### src/rtl/audio_pkg.sv
// rtl/audio_pkg.sv - shared FSM type and constants for the audio stream player
package audio_pkg;

    typedef enum logic [1:0] {
        ST_IDLE  = 2'd0,
        ST_WAIT  = 2'd1,
        ST_FETCH = 2'd2,
        ST_LATCH = 2'd3
    } state_t;

    localparam int DIV_MIN = 4;

    function automatic int midscale(input int sample_w);
        return 1 << (sample_w - 1);
    endfunction

endpackage

### src/rtl/pwm_channel.sv
// rtl/pwm_channel.sv - per-channel compare register and PWM comparator
module pwm_channel import audio_pkg::*; #(
    parameter int SAMPLE_W = 8
) (
    input  logic                clk,
    input  logic                reset,
    input  logic                mute,
    input  logic [SAMPLE_W-1:0] level,
    input  logic [SAMPLE_W-1:0] pwm_cnt,
    output logic                pwm_out
);

    localparam logic [SAMPLE_W-1:0] MID = SAMPLE_W'(midscale(SAMPLE_W));

    logic [SAMPLE_W-1:0] compare;

    always_ff @(posedge clk) begin
        if (!reset) begin
            compare <= MID;
            pwm_out <= 1'b0;
        end else begin
            compare <= mute ? MID : level;
            pwm_out <= (pwm_cnt < compare);
        end
    end

endmodule

### src/rtl/audio_stream_player.sv
// rtl/audio_stream_player.sv - FIFO-fed multichannel PWM audio player with sample-rate divider
module audio_stream_player import audio_pkg::*; #(
    parameter int SAMPLE_W = 8,
    parameter int CHANNELS = 2,
    parameter int DIV_W    = 32
) (
    input  logic                         clk,
    input  logic                         reset,
    input  logic                         enable,
    input  logic [DIV_W-1:0]             rate_div,
    input  logic [2:0]                   volume,
    input  logic                         mute,
    input  logic [CHANNELS*SAMPLE_W-1:0] s_data,
    input  logic                         s_empty,
    output logic                         s_rd_en,
    output logic [CHANNELS-1:0]          pwm_out,
    output logic                         sample_tick,
    output logic [15:0]                  underrun_count,
    output logic                         busy
);

    localparam logic [SAMPLE_W-1:0] MID       = SAMPLE_W'(midscale(SAMPLE_W));
    localparam logic [DIV_W-1:0]    DIV_FLOOR = DIV_W'(DIV_MIN);

    state_t              state;
    logic [DIV_W-1:0]    tick_cnt;
    logic [DIV_W-1:0]    eff_div;
    logic [SAMPLE_W-1:0] pwm_cnt;
    logic [SAMPLE_W-1:0] level [CHANNELS];
    logic [SAMPLE_W-1:0] atten [CHANNELS];
    logic [15:0]         underrun_q;
    logic [15:0]         underrun_next;
    logic                underrun_hit;

    assign eff_div = (rate_div < DIV_FLOOR) ? DIV_FLOOR : rate_div;
    // >= rather than == so a shrinking rate_div ticks and wraps immediately
    assign sample_tick = enable && (tick_cnt >= eff_div - DIV_W'(1));

    assign s_rd_en       = (state == ST_WAIT) && sample_tick && !s_empty;
    assign underrun_hit  = (state == ST_WAIT) && sample_tick && s_empty;
    assign underrun_next = (underrun_hit && underrun_q != 16'hFFFF) ? underrun_q + 16'd1 : underrun_q;

    assign busy           = (state != ST_IDLE);
    assign underrun_count = underrun_q;

    for (genvar c = 0; c < CHANNELS; c++) begin : g_ch
        // two guard bits so the clamp can see both underflow and overflow
        logic signed [SAMPLE_W+1:0] diff;
        logic signed [SAMPLE_W+1:0] scaled;
        logic signed [SAMPLE_W+1:0] sum;

        assign diff     = $signed({2'b00, s_data[c*SAMPLE_W +: SAMPLE_W]}) - $signed({2'b00, MID});
        assign scaled   = diff >>> volume;
        assign sum      = scaled + $signed({2'b00, MID});
        assign atten[c] = sum[SAMPLE_W+1] ? '0 : (sum[SAMPLE_W] ? '1 : sum[SAMPLE_W-1:0]);

        pwm_channel #(.SAMPLE_W(SAMPLE_W)) u_pwm (
            .clk     (clk),
            .reset   (reset),
            .mute    (mute),
            .level   (level[c]),
            .pwm_cnt (pwm_cnt),
            .pwm_out (pwm_out[c])
        );
    end

    always_ff @(posedge clk) begin
        if (!reset) begin
            state      <= ST_IDLE;
            tick_cnt   <= '0;
            pwm_cnt    <= '0;
            underrun_q <= '0;
            for (int c = 0; c < CHANNELS; c++) level[c] <= MID;
        end else begin
            pwm_cnt    <= pwm_cnt + SAMPLE_W'(1);
            underrun_q <= underrun_next;
            if (!enable) begin
                state    <= ST_IDLE;
                tick_cnt <= '0;
                for (int c = 0; c < CHANNELS; c++) level[c] <= MID;
            end else begin
                tick_cnt <= sample_tick ? '0 : tick_cnt + DIV_W'(1);
                case (state)
                    ST_IDLE: state <= ST_WAIT;
                    ST_WAIT: begin
                        if (s_rd_en) begin
                            state <= ST_FETCH;
                        end else if (underrun_hit) begin
                            for (int c = 0; c < CHANNELS; c++) level[c] <= MID;
                        end
                    end
                    // read data is valid during FETCH; levels load on the way into LATCH
                    ST_FETCH: begin
                        state <= ST_LATCH;
                        for (int c = 0; c < CHANNELS; c++) level[c] <= atten[c];
                    end
                    ST_LATCH: state <= ST_WAIT;
                    default:  state <= ST_IDLE;
                endcase
            end
        end
    end

endmodule

### config.mk
export PLATFORM = sky130hd
export DESIGN_NAME = audio_stream_player
export DESIGN_NICKNAME = d
export VERILOG_FILES = /design/src/rtl/audio_pkg.sv /design/src/rtl/pwm_channel.sv /design/src/rtl/audio_stream_player.sv
export SDC_FILE = /design/constraint.sdc
export NUM_CORES = 1
export LEC_CHECK = 0
export ABC_CLOCK_PERIOD_IN_PS = 7850
export BUFFER_PORTS_ARGS = -buffer_cell sky130_fd_sc_hd__buf_2
export CAP_MARGIN = 5
export CORE_MARGIN = 3
export CORE_UTILIZATION = 59
export DETAILED_ROUTE_END_ITERATION = 8
export PLACE_DENSITY = 0.81
export SLEW_MARGIN = 20
export SYNTH_ARGS = -nofsm -noshare
export SYNTH_HDL_FRONTEND = slang
export SYNTH_SLANG_ARGS = --single-unit
### constraint.sdc
create_clock -name clk -period 7.85 [get_ports clk]
set_input_delay 1.1775 -clock clk [delete_from_list [all_inputs] [get_ports clk]]
set_output_delay 1.1775 -clock clk [all_outputs]
set_load 0.005 [all_outputs]
# Word level (Yosys, flattened, before mapping)
# Memories as Yosys holds them, arrays and structs flattened. A register that Yosys moved wholly into a read port is not among the register bits.
# Cells that the tools add are included.
dict set report op_classes {
  n_addsub 8
  magnitude_cmp 4
  eq_ne 5
  shift 2
  muxes 27
  bitwise 8
  n_reduce_logical 12
}
# operator n
set ops {}
lappend ops {{$mux 8} 10}
lappend ops {{$add 32x1->32 const B} 1}
lappend ops {{$ge 32x32->1} 1}
lappend ops {{$lt 32x3->1 const B} 1}
lappend ops {{$mux 32} 1}
lappend ops {{$sub 32x1->32 const B} 1}
lappend ops {{$add 10x9->10 const B} 2}
lappend ops {{$sshr 9x3->10} 2}
lappend ops {{$sub 8x8->9 const B} 2}
lappend ops {{$add 16x1->16 const B} 1}
lappend ops {{$lt 8x8->1} 2}
lappend ops {{$ne 16x16->1 const B} 1}
lappend ops {{$mux 1} 14}
lappend ops {{$add 8x1->8 const B} 1}
lappend ops {{$or 1x1->1} 6}
lappend ops {{$pmux 2 s3} 1}
lappend ops {{$logic_and 1x1->1} 5}
lappend ops {{$eq 2x2->1 const B} 2}
lappend ops {{$reduce_or 2->1} 2}
lappend ops {{$reduce_or 3->1} 1}
lappend ops {{$eq 2x1->1 const B} 1}
lappend ops {{$logic_not 2->1} 1}
lappend ops {{$mux 2} 1}
lappend ops {{$ne 2x2->1 const B} 1}
lappend ops {{4 further kinds} 5}
dict set report totals {
  reg_bits 60
  ramBits 16
  inputBits 56
  output_inout_bits 21
  memories 1
}
# name words word_bits read_ports rd_ports_with_merged_regs wr line
set memory_table {}
lappend memory_table {level 2 8 2 2 2 audio_stream_player.sv:29} ;# logic [SAMPLE_W-1:0] level [CHANNELS];

# Depth between registers and ports, before layout
# Gate-level depths: netlist (run 1).
dict set report depth {
  ltp_word 15
  mapped_depth 23
  ltp_nobuf 22
}

# Hierarchy
# A second synthesis (run 1) with hierarchy kept.
dict set report hier_totals {
  hier_cells 657
  area_unflattened_um2 5748.0
}
# mod n_inst cells_per_inst area_each_um2
set by_module_without_submodules {}
lappend by_module_without_submodules {audio_stream_player 1 569 4904.7}
lappend by_module_without_submodules {pwm_channel 2 44 421.7}

# Worst setup path after synthesis (run 1)
# No wires, ideal clock.
dict set report synth_path {
  kind {input -> output}
  from {in rate_div[22]}
  to {out s_rd_en}
  t_arrival_ns 5.074
  t_required_ns 6.673
  setup_slack_ns 1.599
  path_stages 21
  n_path_buf 0
  cell_sequence {nor4_4 > nand3_1 > or3_1 > nor3_4 > nand2_1 > or2_2 > nand2_1 > ha_1 > inv_1 > a211oi_1 > nand2_1 > or3_1 > xor2_1 > ha_1 > a211oi_1 > o21ai_0 > o211ai_1 > o211ai_1 > a31oi_2 > nand3b_4 > nor2_1}
}
dict set report synth_between {
  elab_chain_len 7
}
# item line
set synth_lines {}
lappend synth_lines {{from (decl)} audio_stream_player.sv:10} ;# input logic [DIV_W-1:0] rate_div,
lappend synth_lines {{$lt 32x3->1} audio_stream_player.sv:35} ;# assign eff_div = (rate_div < DIV_FLOOR) ? DIV_FLOOR : rate_div;
lappend synth_lines {{$mux 32 *} audio_stream_player.sv:35}
lappend synth_lines {{$sub 32x1->32 *} audio_stream_player.sv:37} ;# assign sample_tick = enable && (tick_cnt >= eff_div - DIV_W'(1));
lappend synth_lines {{$ge 32x32->1 *} audio_stream_player.sv:37}
lappend synth_lines {{$logic_and 1x1->1 *} audio_stream_player.sv:37}
lappend synth_lines {{$logic_and 1x1->1 * (2 in a row)} audio_stream_player.sv:39} ;# assign s_rd_en = (state == ST_WAIT) && sample_tick && !s_empty;
lappend synth_lines {{to (decl)} audio_stream_player.sv:15} ;# output logic s_rd_en,
# Mark *: on every way between the ends. The rest lies on a longest branch, timed or not.

# Worst setup path after layout (run 1)
# Ends and elaborated chain as after synthesis.

==> key figures, run 1 <==
Run status
  • Status: finished clean

Worst setup path
  • CP top delay family: simple AND/OR/NAND/NOR gates
  • Crit path DAT: 5.97 ns
  • Worst path bufs/invs: 3
  • Slowest cell on the critical path: a211oi_1
  • Crit path cell chain: buf_2 -> nor4_4 -> nand3_1 -> or3_1 -> nor3_4 -> nand2_1 -> or2_2 -> nand2_1 -> ha_1 -> inv_1 -> a211oi_1 -> nand2_1 -> or3_1 -> xor2_1 -> ha_1 -> a211oi_1 -> o21ai_0 -> o211ai_1 -> o211ai_1 -> a31oi_2 -> nand3b_4 -> nor2_1 -> buf_2
  • RR Startpoint: tick_cnt[2]
  • Critical path's largest stage delay: 0.49 ns
  • Crit Path Class: in -> out
  • Endpoint type of the worst setup path: output pin
  • CP Max Fanout: 7
  • CP dominant cell by count: nand2_1
  • Startpoint Class: input port
  • WP data required: 6.67 ns
  • Worst setup path startpoint: rate_div[22]

Clocking
  • Post-CTS Resized: 0
  • Clk Latency, worst-skew pair: 0.36 ns
  • Hold_buf cts: 0
  • Clock root cell: clkbuf_8
  • Maximum buffer depth of the clock tree: 2
  • CTS tree: yes
  • Num CTS Buffers: 9
  • Post-CTS setup buffers: 0
  • Clock Pin Slew Worst Setup and Hold Paths: 0.09 ns
  • H-tree Lvls: 3
  • # clock sinks: 92

Timing
  • Final hold slack: 0.439 ns
  • Final Hold Vio Count: 0
  • RSZ-0062 raised after global routing: no
  • Layout Skew: 0.0150 ns
  • Relative slew slack: 28.0%
  • Minimum clock period: 7.15 ns
  • Crit share post-route: 91.0%
  • Endpoints failing setup: 0
  • Fin. max-slew vios: 0
  • Final TNS setup: 0 ns
  • Fmax achieved: 140 MHz
  • Worst Tran Pin Value: 1.08 ns

Route
  • DR vias: 4840
  • DRC: 0
  • Iteration-0 DRC Markers: 127
  • Routed WL: 11.6 mm
  • Average wire per standard cell: 13.3 microns
  • DR pass1 iterations: 5
  • Post-DRT Antenna Nets: 0
  • Vias per inst: 5.58

Synthesis
  • Yosys warns: 0
  • Asr flop ratio synth: 0%
  • Predominant post-synthesis flop cell: dfxtp_1
  • Synth Register Bits: 92
  • Post-Syn Nets: 776
  • Cell area after synthesis: 5800 sq um
  • EDFF count, synth: 16
  • Average cell area after synthesis: 8.75 sq um
  • Netlist cell types: 50
  • Syn Inst Count: 663
  • Seq/Total Area, Yosys: 34.5%

Power and ir drop
  • Clk pwr share: 32.0%
  • Overall Power: 0.883 mW
  • Maximum vdd ir drop: 76.6 uV
  • Combinational fraction of design power: 12.2%
  • PD cells: 137 nW/um^2
  • Switch share: 26.3%
  • Psw: 0.233 mW
  • Internal cell power: 0.651 mW
  • Leak: 2.66 nW
  • Seq pwr share: 55.7%

Layout
  • Fin util: 68.4%
  • Area growth syn-to-layout: 11.1%
  • Multi-input logic area: 3610 sq um
  • Fin cells: 868
  • Seq. cell area: 2000 sq um
  • Ant. Diodes: 0
  • Nets: 847
  • Layout cells sized above 1: 14.6%
  • Fillers: 761

Floorplanning
  • # IOs: 77
  • Total core area: 9420 sq um
  • Die Y-Extent: 105 microns
  • Row cnt: 35
  • Initial Util: 61.6%
  • Die width: 105 microns
  • Die ar.: 11100 sq um

GRT
  • First-pass GRT wire length: 19.8 mm
  • Grt total ovfl: 0
  • Largest net degree at the start of global routing: 32
  • Number of global-route vias before repair: 4453
  • Antenna violations before repair: 0
  • Total global-route track usage: 21.3%

Flow run
  • Max cap viols: 0

Placement
  • RePlAce Congestion: 0.927
  • Placed cells: 852
  • IO Port Bufs: 76
  • Detail Placement HPWL: 9.23 mm

Worst hold path
  • HP Class: reg -> reg
  • Min-Delay Startpoint: level[0][15]
power by group through the flow:
stage          combinational [mW]  sequential, mW  clock, mW
2_1_floorplan              0.0704           0.502          0
3_3_place_gp                0.103           0.503          0
3_5_place_dp                0.108           0.503          0
4_1_cts                     0.109           0.492      0.287
5_1_grt                     0.122           0.493      0.307
6_report                    0.108           0.492      0.283
Yosys cell counts (14+ instances only):
| master | n | area [sq um] |
|---|---|---|
| nor2_1 | 96 | 360 |
| dfxtp_1 | 76 | 1520 |
| ha_1 | 57 | 713 |
| nand2_1 | 42 | 158 |
| xnor2_1 | 40 | 350 |
| xor2_1 | 31 | 272 |
| inv_1 | 30 | 113 |
| nand3_1 | 30 | 150 |
| a21oi_1 | 29 | 145 |
| a211oi_1 | 23 | 173 |
| and2_1 | 19 | 119 |
| and3_1 | 16 | 100 |
| edfxtp_1 | 16 | 480 |
| nand2b_1 | 16 | 100 |
| o21ai_0 | 15 | 75.1 |
| nor3_1 | 14 | 70.1 |
flip-flops by register name (all words and copies together) (netlist names):
signal              cells
g_ch.u_pwm.compare     16
g_ch.u_pwm.pwm_out      2
level                  16
pwm_cnt                 8
state                   2
tick_cnt               32
underrun_count         16
area by class of cell:
type	count	share of cell area (%)
clock buffer	11	2.04
clock inverter	5	0.583
inverter	30	1.75
multi-input combinational	524	56.0
sequential	92	31.1
tap	129	2.50
timing repair buffer	77	6.02
layout by cell type (no fill, tap or decap), types with 4 or more instances in the layout:
cell type	netlist	final
dfxtp_1	76	76
nor4_1	8	8
nand2b_1	16	16
ha_1	57	57
a211oi_1	23	23
nand4_1	11	11
nor3b_1	4	4
xor2_1	31	31
buf_2	1	76
or3_1	6	6
a21o_1	6	6
inv_1	30	30
xnor2_1	40	40
edfxtp_1	16	16
and2_1	19	19
nand3_1	30	30
a21oi_1	29	29
mux2i_1	12	12
nor2_1	96	96
o21ai_0	15	15
a211o_1	4	4
and3_1	16	16
nor3_1	14	14
mux2_2	4	4
clkbuf_8	0	9
nor2b_1	8	8
nand2_1	42	42
through the flow:
stage	setup slack [ns]	instance area, sq um
floorplan	1.60	5800
global placement	0.917	6270
detailed placement	0.717	6270
CTS	0.707	6440
global route	0.184	6440
finish	0.704	6440
worst paths after layout:
path	cells after the start	end	slack, ns
min	1	g_ch[1].u_pwm.compare[7]	0.44
max reg2reg	8	tick_cnt[30]	4.77
min reg2reg	1	g_ch[1].u_pwm.compare[7]	0.44
max	23	s_rd_en	0.70
kinds of logic (layout without fill, tap and decap cells):
| group | Yosys count | after routing | share of synthesized area, % |
|---|---|---|---|
| flip-flops | 92 | 92 | 34.5 |
| multiplexers | 16 | 16 | 2.85 |
| buffers and inverters | 47 | 123 | 3.19 |
| AND/OR/NAND/NOR | 290 | 290 | 26.3 |
| AO/OA/AOI/OAI | 90 | 90 | 10.1 |
| XOR/XNOR | 71 | 71 | 10.7 |
| adder cells (fa/ha/maj) | 57 | 57 | 12.3 |
per-layer routing:
| metal | up-vias | GRT usage [%] | wire [microns] |
|---|---|---|---|
| met3 | 18 | 2.96 | 544 |
| met4 | 0 | 7.31 | 167 |
| met5 | - | 0 | 0 |
| li1 | 2461 | - | - |
| met2 | 119 | 35.0 | 5410 |
| met1 | 2242 | 28.8 | 5460 |
Power figures use the tool's default switching activity.
==> run 2: changes to the inputs <==
BUFFER_PORTS_ARGS = -buffer_cell sky130_fd_sc_hd__buf_4   (was -buffer_cell sky130_fd_sc_hd__buf_2)
==> run 2 against run 1 <==
  * Power grew 3.0%
  * Register-to-register slack improved by 0.07 ns
  * Via count decreased by 1.7%
  * Routed wire length is 3.2% higher
  * First-iteration DRC count rose by 38%
  * Core utilization is 2.1 points higher
  * Critical path depth unchanged
  * Final area rose by 3.1%
  * Critical path type unchanged
  * Critical endpoint unchanged
  * Largest cell class unchanged
  * Highest routed layer unchanged
==> key figures, run 2 (synthesis results as in run 1) <==
Flow run
  • Max cap viols: 0 (unchanged)

Timing
  • Layout Skew: 0.00871 ns (was 0.0150 ns)
  • Fmax achieved: 141 MHz (was 140 MHz)
  • RSZ-0062 raised after global routing: no (unchanged)
  • Minimum clock period: 7.08 ns (was 7.15 ns)
  • Crit share post-route: 90.2% (was 91.0%)
  • Final Hold Vio Count: 0 (unchanged)
  • Final TNS setup: 0 ns (unchanged)
  • Fin. max-slew vios: 0 (unchanged)
  • Endpoints failing setup: 0 (unchanged)
  • Relative slew slack: 28.5% (was 28.0%)
  • Worst Tran Pin Value: 1.07 ns (was 1.08 ns)

Floorplanning
  • Die width: 105 microns (unchanged)
  • Total core area: 9420 sq um (unchanged)
  • Die Y-Extent: 105 microns (unchanged)
  • # IOs: 77 (unchanged)
  • Initial Util: 61.6% (unchanged)
  • Row cnt: 35 (unchanged)
  • Die ar.: 11100 sq um (unchanged)

GRT
  • Grt total ovfl: 0 (unchanged)
  • Number of global-route vias before repair: 4585 (was 4453)
  • First-pass GRT wire length: 20.4 mm (was 19.8 mm)
  • Total global-route track usage: 22.1% (was 21.3%)
  • Antenna violations before repair: 0 (unchanged)
  • Largest net degree at the start of global routing: 32 (unchanged)

Route
  • DRC: 0 (unchanged)
  • Routed WL: 12.0 mm (was 11.6 mm)
  • Vias per inst: 5.48 (was 5.58)
  • DR pass1 iterations: 4 (was 5)
  • Post-DRT Antenna Nets: 0 (unchanged)
  • Average wire per standard cell: 13.8 microns (was 13.3 microns)
  • Iteration-0 DRC Markers: 175 (was 127)
  • DR vias: 4760 (was 4840)

Layout
  • Largest register by flop count: tick_cnt (unchanged)
  • Max reg flops: 32 (unchanged)
  • Most common cell after layout, fill and taps aside: nor2_1 (unchanged)
  • Nets: 847 (unchanged)
  • Fin cells: 868 (unchanged)
  • Most frequent cells in the layout: nor2_1, buf_4, dfxtp_1, ha_1, nand2_1 (was nor2_1, dfxtp_1, buf_2, ha_1, nand2_1)
  • Fin util: 70.6% (was 68.4%)
  • Area growth syn-to-layout: 14.6% (was 11.1%)
  • Ant. Diodes: 0 (unchanged)
  • Layout cells sized above 1: 15.0% (was 14.6%)

Clocking
  • Clk Latency, worst-skew pair: 0.36 ns (about the same)
  • Maximum buffer depth of the clock tree: 2 (unchanged)
  • H-tree Lvls: 3 (unchanged)
  • CTS tree: yes (unchanged)
  • Hold_buf cts: 0 (unchanged)
  • # clock sinks: 92 (unchanged)
  • Clock Pin Slew Worst Setup and Hold Paths: 0.10 ns (was 0.09 ns)
  • Num CTS Buffers: 9 (unchanged)
  • Clock root cell: clkbuf_8 (unchanged)
  • Post-CTS setup buffers: 0 (unchanged)
  • Post-CTS Resized: 0 (unchanged)

Power and ir drop
  • Maximum vdd ir drop: 108 uV (was 76.6 uV)
  • Leak: 2.72 nW (was 2.66 nW)
  • PD cells: 137 nW/um^2 (about the same)

Worst setup path
  • Crit path DAT: 5.90 ns (was 5.97 ns)
  • CP Max Fanout: 5 (was 7)
  • Startpoint Class: input port (unchanged)
  • Endpoint type of the worst setup path: output pin (unchanged)
  • WP data required: 6.67 ns (about the same)
  • Crit Path Class: in -> out (unchanged)

Worst hold path
  • HP Class: reg -> reg (unchanged)

Run status
  • Status: finished clean (unchanged)

Placement
  • IO Port Bufs: 76 (unchanged)
  • RePlAce Congestion: 0.955 (was 0.927)
  • Placed cells: 852 (unchanged)
  • Detail Placement HPWL: 9.43 mm (was 9.23 mm)
-- run 2: routing by layer --
| metal | vias to the layer above | share of wire (%) | global-route usage, % |
|---|---|---|---|
| met5 | - | 0 | 0 |
| met4 | 0 | 1.4 | 7.12 |
| met3 | 13 | 3.7 | 4.26 |
| met2 | 102 | 47 | 36.9 |
| met1 | 2187 | 48 | 28.8 |
| li1 | 2458 | - | - |
-- run 2: final timing paths --
| path | end | depth (start not counted) | startpoint | slack, ns |
|---|---|---|---|---|
| worst min register to register | g_ch[1].u_pwm.compare[7] | 1 | level[0][15] | 0.42 |
| worst max-delay path | s_rd_en | 23 | rate_div[22] | 0.77 |
| worst min-delay path | g_ch[1].u_pwm.compare[7] | 1 | level[0][15] | 0.42 |
| worst max register to register | tick_cnt[30] | 8 | tick_cnt[2] | 4.84 |
-- run 2: cell type report --
cell class | count | area (sq um)
clock buffers | 9 | 124
clock inverters | 7 | 55.1
fillers | 750 | 2770
repair buffers | 77 | 578
well taps | 129 | 161
inverters | 30 | 113
multi-input cells | 524 | 3610
flip-flops and latches | 92 | 2000
-- run 2: through the flow --
step           instance area (sq um)  power (mW)  worst slack, ns  hold WS, ns
6_report                        6640       0.909            0.772        0.423
5_1_grt                         6640       0.956            0.333        0.450
4_1_cts                         6640       0.917            0.815        0.420
3_5_place_dp                    6460       0.621            0.819        0.411
3_3_place_gp                    6460       0.616             1.01        0.409
2_1_floorplan                   5800       0.572             1.60        0.399
-- run 2: worst max-delay path, cell delays in order --
cell and delay, ns:
buf_4 0.13, nor4_4 0.34, nand3_1 0.19, or3_1 0.43, nor3_4 0.21, nand2_1 0.13, or2_2 0.30, nand2_1 0.11
ha_1 0.15, inv_1 0.09, a211oi_1 0.51, nand2_1 0.16, or3_1 0.35, xor2_1 0.15, ha_1 0.18, a211oi_1 0.21
o21ai_0 0.11, o211ai_1 0.09, o211ai_1 0.15, a31oi_2 0.30, nand3b_4 0.21, nor2_1 0.07, buf_4 0.13
-- run 2: power by group --
group | total [mW] | leakage, nW | switching, mW | internal [mW]
combinational | 0.118 | 1.84 | 0.0630 | 0.0550
clock | 0.299 | 0.0923 | 0.179 | 0.120
sequential | 0.492 | 0.786 | 0.00414 | 0.488
